File: src/rtl/ccta_pipe.sv
`timescale 1ns/1ps
`default_nettype none
// ============================================================================
// Module : ccta_pipe
// Brief  : Two-stage valid/ready select-and-add pipeline (add, alt-add,
//          subtract with borrow, running accumulate). Define CCTA_SAT_EN to
//          make the accumulate op saturate instead of wrap.
// Rev    : 1.0 - initial release
// ============================================================================
module ccta_pipe #(
  parameter int WIDTH = 4
) (
  input  logic             clk,
  input  logic             rst_n,
  input  logic [WIDTH-1:0] A,
  input  logic [WIDTH-1:0] B,
  input  logic [WIDTH-1:0] C,
  input  logic [1:0]       ctrl,
  input  logic             in_valid,
  output logic             in_ready,
  input  logic             acc_clr,
  output logic [WIDTH:0]   q,
  output logic             out_valid,
  input  logic             out_ready
);

  localparam logic [1:0] OP_ADD = 2'b00;
  localparam logic [1:0] OP_ALT = 2'b01;
  localparam logic [1:0] OP_SUB = 2'b10;
  localparam logic [1:0] OP_ACC = 2'b11;

  logic             s1_valid;
  logic [WIDTH-1:0] s1_a;
  logic [WIDTH-1:0] s1_b;
  logic [WIDTH-1:0] s1_c;
  logic [1:0]       s1_ctrl;
  logic [WIDTH:0]   acc;

  logic             s2_free;
  logic             advance;
  logic             accept;
  logic [WIDTH:0]   acc_base;
  logic [WIDTH+1:0] acc_sum;
  logic [WIDTH:0]   acc_next;
  logic [WIDTH:0]   result;

  assign s2_free  = !out_valid || out_ready;
  assign advance  = s1_valid && s2_free;
  assign in_ready = rst_n && (!s1_valid || s2_free);
  assign accept   = in_valid && in_ready;

  always_comb begin
    // A clear on the same edge as an accumulate advance acts before the add.
    acc_base = acc_clr ? '0 : acc;
    acc_sum  = {1'b0, acc_base} + {2'b00, s1_a};
`ifdef CCTA_SAT_EN
    acc_next = acc_sum[WIDTH+1] ? '1 : acc_sum[WIDTH:0];
`else
    acc_next = acc_sum[WIDTH:0];
`endif
    result = '0;
    unique case (s1_ctrl)
      OP_ADD:  result = {1'b0, s1_a} + {1'b0, s1_b};
      OP_ALT:  result = {1'b0, s1_a} + {1'b0, s1_c};
      // The extra MSB of the widened difference is exactly the borrow.
      OP_SUB:  result = {1'b0, s1_a} - {1'b0, s1_b};
      OP_ACC:  result = acc_next;
      default: result = '0;
    endcase
  end

  always_ff @(posedge clk or negedge rst_n) begin
    if (!rst_n) begin
      s1_valid <= 1'b0;
      s1_a     <= '0;
      s1_b     <= '0;
      s1_c     <= '0;
      s1_ctrl  <= 2'b00;
    end else if (accept) begin
      s1_valid <= 1'b1;
      s1_a     <= A;
      s1_b     <= B;
      s1_c     <= C;
      s1_ctrl  <= ctrl;
    end else if (advance) begin
      s1_valid <= 1'b0;
    end
  end

  always_ff @(posedge clk or negedge rst_n) begin
    if (!rst_n) begin
      q         <= '0;
      out_valid <= 1'b0;
    end else if (advance) begin
      q         <= result;
      out_valid <= 1'b1;
    end else if (out_ready) begin
      out_valid <= 1'b0;
    end
  end

  always_ff @(posedge clk or negedge rst_n) begin
    if (!rst_n) begin
      acc <= '0;
    end else if (advance && (s1_ctrl == OP_ACC)) begin
      acc <= acc_next;
    end else if (acc_clr) begin
      acc <= '0;
    end
  end

endmodule
`default_nettype wire

File: config.mk
export PLATFORM = sky130hd
export DESIGN_NAME = ccta_pipe
export DESIGN_NICKNAME = d
export VERILOG_FILES = /design/src/rtl/ccta_pipe.sv
export SDC_FILE = /design/constraint.sdc
export NUM_CORES = 1
export LEC_CHECK = 0
export ABC_CLOCK_PERIOD_IN_PS = 3700
export CORE_AREA = 5 5 66 68
export DETAILED_ROUTE_END_ITERATION = 8
export DIE_AREA = 0 0 71 73
export HOLD_SLACK_MARGIN = 0.02
export PLACE_DENSITY_LB_ADDON = 0.05
export SYNTH_ARGS = -nofsm -noshare
export SYNTH_HDL_FRONTEND = slang
export SYNTH_SLANG_ARGS = --single-unit
File: constraint.sdc
create_clock -name clk -period 3.7 [get_ports clk]
set_input_delay 0.74 -clock clk [delete_from_list [all_inputs] [get_ports clk]]
set_output_delay 0.74 -clock clk [all_outputs]
set_load 0.005 [all_outputs]
==> run metrics, run 1 <==
CTS Sinks=26; clk slew on worst S/H paths=0.09 ns; final instance area=1920 um^2; share of cells above drive strength 1=0.141; commonest non-fill, non-tap cell in the layout=dfrtp_1; Synthesized Nets=186; clk buf depth=2; Setup Fix Bufs, Post-CTS=0; cts hold-fix bufs=0; Setup violations, final=0; required time worst endpoint=3.85 ns; Starting Density=0.418; Pre-antenna DRT Iters=4; Area Growth Syn to Fin=21.0%; Clk Latency, worst-skew pair=0.27 ns; Die Area=between 5000 and 6000 um^2; routed len/inst=around 14 um; placed cell area=roughly 1900 um^2; IO Count=26; Post-synth EDFFs=0; Sw Share=0.330; Main synth FF type=dfrtp_1; Critical path buffers and inverters=1; pin count of the biggest net entering global routing=28; power after layout=0.941 mW; final setup margin=0.920 ns; GRT Overall Usage=0.132; crit path max fanout=10; setup TNS=0 ns; Clock Skew=0.00589 ns; DRC=0; first-pass GRT wire length=5.37 mm; Cell Area, Synth=1590 um^2; Hold WC Path Type=reg -> reg; Post-Layout Cell Count=227; Antenna Cells=0; FFs w/ async S/R, synth=1.00; vias in the first global route=1164; Final Critical Period=roughly 2.8 ns; Max-Cap Viols=0; Post-DP HPWL=2.57 mm; crit start category=flop; final slew viol count=0; CP max stage delay=between 0.4 and 0.5 ns; flops & latches, synth=26; Routed Antenna Nets=0; Vias/cell=4.97; pwr dens=roughly 500 nW/um^2; Net Switching=0.311 mW; root buffer cell=clkbuf_8; number of H-tree levels=1; Crit. End Element=flop; outcome=completed; Gate power share=0.423; Max-slew headroom=0.758; global route overflow=0; worst setup path class=reg -> reg; CP arrival=2.93 ns; Netlist cell types=34; synth warn=0; gate count after technology mapping=approximately 150; sequential area share after synthesis=0.409; dpl cells=224; core area=between 3000 and 4000 um^2; main area contributors after synthesis=dfrtp_1 41%, mux2_2 11%, ha_1 10%; pre-CTS setup slack=0.839 ns; Top delay family on crit path=adder cells; Achievable Freq=~360 MHz; Sequential Power Share=0.413; Synth area leader=dfrtp_1; GP Congestion=0.863; Power Internal=0.630 mW; Vias=approximately 1100; CTS tree=done; Row Count=23; Leakage=0.879 nW; top cell type's share of synthesized area=0.409; final wirelength=roughly 3.2 mm; initial drt markers=56; Clk pwr share=0.164; Die H=about 73 um; period utilisation layout=0.751; leading cell types in the layout, fill and taps excluded=26 x dfrtp_1, 25 x clkdlybuf4s50_1, 16 x mux2_2; Hold Vio Cnt, Final=0; Slew @ Worst Pin=between 0.3 and 0.4 ns; Die W=71 um; post-synthesis average cell area=around 10 um^2; RSZ-0062 raised after global routing=no; Peak supply drop=218 uV; Port Buf Inserts=25; CTS resizes=0; CP cell instances=inv_1 -> ha_1 -> and2b_2 -> nand2_1 -> nand2_1 -> ha_1 -> fa_1 -> nand2b_1 -> a21oi_1 -> xor2_1 -> a221o_1; initial antenna violation count=0; clock buffer count from CTS=3; nets@finish=between 200 and 250; slowest CP cell=ha_1
[worst register-to-register path: cells and delay by family (launching register included)]
kind / cells / cell delay (ns)
flops: 1 / 0.40
fa+ha+maj: 3 / 1.01
buf+inv: 1 / 0.06
simple gates: 4 / 0.59
compound gates: 2 / 0.50
xor+xnor: 1 / 0.11
[synthesized netlist by cell type, types with 2 or more instances]
master	number
a21oi_1	7
mux2i_1	2
fa_1	2
a221oi_1	2
buf_4	3
a21o_1	2
nor2_1	8
ha_1	13
dfrtp_1	26
nor3_1	2
nor2b_1	6
mux2_2	16
inv_1	12
or3b_1	2
o21ai_0	7
nand2b_1	6
xnor2_1	4
xor2_1	3
nor3b_1	2
nand2_1	12
inv_2	2
[power by group through the flow]
stage / Combinational (mW) / Clock (mW) / Sequential, mW
6_report: 0.398 / 0.155 / 0.388
5_1_grt: 0.455 / 0.175 / 0.396
4_1_cts: 0.404 / 0.162 / 0.390
3_5_place_dp: 0.400 / 0 / 0.395
3_3_place_gp: 0.389 / 0 / 0.393
2_1_floorplan: 0.263 / 0 / 0.383
[stage by stage]
step / util / hold WS [ns]
floorplan: - / 0.444
global placement: 0.495 / 0.471
detailed placement: 0.495 / 0.501
CTS: 0.506 / 0.520
global route: 0.506 / 0.538
finish: 0.506 / 0.499
[layer usage]
metal / GRT usage / vias up / wire length (um)
li1: - / 572 / -
met1: 0.154 / 542 / 1320
met2: 0.246 / 12 / 1750
met3: 0.0179 / 2 / 88
met4: 0.0438 / 0 / 17
met5: 0 / - / 0
[kinds of logic after synthesis]
kind of cell	count (synthesis)	synth area share
muxes	18	0.126
AOI/OAI and AO/OA	24	0.0992
adders and majority gates	15	0.128
buffers and inverters	18	0.0504
and+or+nand+nor	44	0.149
xor gates and xnor gates	7	0.0386
DFF	26	0.409
[area by class of cell]
class / instances / area [um^2]
clock buffers: 3 / 41.3
fillers: 360 / 1880
inverters: 14 / 52.6
multi-input cells: 108 / 858
flip-flops and latches: 26 / 651
well taps: 50 / 62.6
repair buffers: 26 / 258
[worst paths after layout]
| kind | from | to | slack [ns] | cells after the start |
|---|---|---|---|---|
| max | s1_ctrl[0]$_DFFE_PN0P_ | q[4]$_DFFE_PN0P_ | 0.92 | 11 |
| min in group asynchronous | rst_n | acc[4]$_DFF_PN0_ | 0.89 | 2 |
| min reg2reg | q[0]$_DFFE_PN0P_ | q[0]$_DFFE_PN0P_ | 0.50 | 2 |
| max in group asynchronous | rst_n | s1_c[2]$_DFFE_PN0P_ | 2.55 | 2 |
| max reg2reg | s1_ctrl[0]$_DFFE_PN0P_ | q[4]$_DFFE_PN0P_ | 0.92 | 11 |
| min | q[0]$_DFFE_PN0P_ | q[0]$_DFFE_PN0P_ | 0.50 | 2 |
[sequential cells by signal, summed over array words and instances, names as in the netlist]
name,cells
s1_b,4
out_valid,1
s1_c,4
acc,5
s1_ctrl,2
q,5
s1_a,4
s1_valid,1
No activity file was read; power rests on OpenSTA's default activity.
==> inputs of run 2 (changes only) <==
--- a/config.mk
+++ b/config.mk
@@ -5,7 +5,7 @@
 export SDC_FILE = /design/constraint.sdc
 export NUM_CORES = 1
 export LEC_CHECK = 0
-export ABC_CLOCK_PERIOD_IN_PS = 3700
+export ABC_CLOCK_PERIOD_IN_PS = 2570
 export CORE_AREA = 5 5 66 68
 export DETAILED_ROUTE_END_ITERATION = 8
 export DIE_AREA = 0 0 71 73
==> constraint.sdc (replaced) <==
create_clock -name clk -period 2.57 [get_ports clk]
set_input_delay 0.514 -clock clk [delete_from_list [all_inputs] [get_ports clk]]
set_output_delay 0.514 -clock clk [all_outputs]
set_load 0.005 [all_outputs]
==> run metrics, run 2 (same netlist as run 1, synthesis figures left out) <==
clock buffer count from CTS=3 (unchanged); CTS tree=done; initial antenna violation count=0 (unchanged); GP Congestion=0.898 (+4.1%); leading cell types in the layout, fill and taps excluded=26 x dfrtp_1, 25 x clkdlybuf4s50_1, 16 x mux2_2; Antenna Cells=0 (unchanged); Achievable Freq=402 MHz (+12%); core area=3800 um^2 (unchanged); hold path startpoint=q[4]$_DFFE_PN0P_; Crit. Startpoint=s1_ctrl[0]$_DFFE_PN0P_; Setup violations, final=0 (unchanged); global route overflow=0 (unchanged); CP arrival=2.64 ns (-0.29 ns); Post-DP HPWL=2.50 mm (-2.5%); Clk Latency, worst-skew pair=0.27 ns (about the same); period utilisation layout=0.967 (+0.216); share of cells above drive strength 1=0.205 (+0.0642); clk slew on worst S/H paths=0.09 ns (about the same); Worst Hold End=q[4]$_DFFE_PN0P_; Vias=1177 (+4.3%); Hold WC Path Type=reg -> reg; required time worst endpoint=2.73 ns (-1.12 ns); Hold Vio Cnt, Final=0 (unchanged); Worst R2R Setup Slack=0.09 ns (-0.83 ns); Pre-antenna DRT Iters=2 (-2); Row Count=23 (unchanged); Sequential Power Share=0.380 (-0.033); vias in the first global route=1194 (+2.6%); RSZ-0062 raised after global routing=yes; Net Switching=0.473 mW (+52%); Largest regs=acc: 5 flops, q: 5 flops; Slew @ Worst Pin=0.383 ns (+0.0233 ns); pwr dens=726 nW/um^2 (+48%); initial drt markers=44 (-21%); worst reg2reg path depth=11 (unchanged); Die Area=5180 um^2 (unchanged); number of H-tree levels=1 (unchanged); CTS Sinks=26 (unchanged); root buffer cell=clkbuf_8; routed len/inst=13.4 um (-4.1%); Leakage=0.928 nW (+5.6%); power after layout=1.46 mW (+56%); worst reg2reg path startpoint=s1_ctrl[0]$_DFFE_PN0P_; commonest non-fill, non-tap cell in the layout=dfrtp_1; Starting Density=0.418 (unchanged); Peak supply drop=333 uV (+53%); Die W=71 um (unchanged); outcome=completed; Area Growth Syn to Fin=26.8%; final wirelength=3.15 mm (-0.69%); Crit. End Element=flop; Sw Share=0.323 (-0.00700); worst setup path class=reg -> reg; Die H=73 um (unchanged); Vias/cell=5.01 (+0.79%); Clock Skew=0.00509 ns (-0.000801 ns); clk buf depth=2 (unchanged); Max-Cap Viols=0 (unchanged); crit start category=flop; first-pass GRT wire length=5.44 mm (+1.3%); Port Buf Inserts=25 (unchanged); Power Internal=0.990 mW (+57%); placed cell area=1900 um^2 (+0.80%); pin count of the biggest net entering global routing=28 (unchanged); crit path max fanout=3 (-7); Final Critical Period=2.48 ns (-0.295 ns); Routed Antenna Nets=0 (unchanged); Max-slew headroom=0.744 (-0.0133); final instance area=2010 um^2 (+4.7%); Gate power share=0.439 (+0.016); Clk pwr share=0.181 (+0.017); DRC=0 (unchanged); final slew viol count=0 (unchanged); nets@finish=220 (+3.3%); Critical R2R Capture=q[4]$_DFFE_PN0P_; GRT Overall Usage=0.132 (+0.000737); cell depth of the worst hold path=1 (-1); IO Count=26 (unchanged)
run 2: layer usage:
metal  wire length (um)  global-route usage  share of wire  up-vias
met4                 31              0.0438         0.0098        0
met3                 70              0.0165          0.022        4
met2               1720               0.245           0.55       14
met5                  0                   0              0        -
met1               1330               0.158           0.42      573
li1                   -                   -              -      586
run 2: through the flow:
step	TNS [ns]	util	hold slack (ns)	setup slack, ns	cells
final	0	0.530	0.517	0.0853	235
after global routing	-0.0261	0.530	0.531	-0.0261	235
after CTS	0	0.516	0.523	0.0341	231
after detailed placement	-0.0426	0.499	0.502	-0.0426	226
after global placement	-0.0136	0.499	0.472	-0.0136	226
after floorplan	0	-	0.218	0.0274	152
run 2: timing repair:
item | 4_1_cts | 5_1_grt
endpoints found under the hold margin | 0 | 0
buffers inserted | 1 | 4
endpoints found under the setup margin | 1 | 2
resized for setup | 0 | 5
hold buffers | 0 | 0
pin swaps | 0 | 1
run 2: critical path, cell delays in order (launching register included):
cell and delay [ns]:
dfrtp_1 0.38, inv_1 0.05, ha_1 0.31, and2b_2 0.23
nand2_1 0.06, nand2_1 0.05, ha_1 0.21, fa_1 0.40
nand2b_4 0.16, a21oi_2 0.12, xor2_1 0.09, a221o_1 0.31
run 2: area by class of cell:
| cell class | count | area (um^2) |
|---|---|---|
| clock buffers | 4 | 55.1 |
| fillers | 356 | 1780 |
| inverters | 14 | 52.6 |
| multi-input cells | 108 | 883 |
| flip-flops and latches | 26 | 651 |
| well taps | 50 | 62.6 |
| repair buffers | 33 | 310 |
run 2: how the worst max path moves through the flow:
stage | end | slack, ns | cells past startpoint
finish | q[4]$_DFFE_PN0P_ | 0.09 | 11
floorplan | q[4]$_DFFE_PN0P_ | 0.03 | 12
detailed placement | q[4]$_DFFE_PN0P_ | -0.04 | 9
global placement | q[4]$_DFFE_PN0P_ | -0.01 | 9
global route | q[4]$_DFFE_PN0P_ | -0.03 | 11
CTS | q[4]$_DFFE_PN0P_ | 0.03 | 10
run 2: power by group through the flow:
stage | Clock [mW] | Combinational [mW] | Sequential (mW)
final | 0.265 | 0.642 | 0.556
after global routing | 0.286 | 0.722 | 0.569
after CTS | 0.277 | 0.589 | 0.559
after detailed placement | 0 | 0.580 | 0.568
after global placement | 0 | 0.569 | 0.565
after floorplan | 0 | 0.378 | 0.551
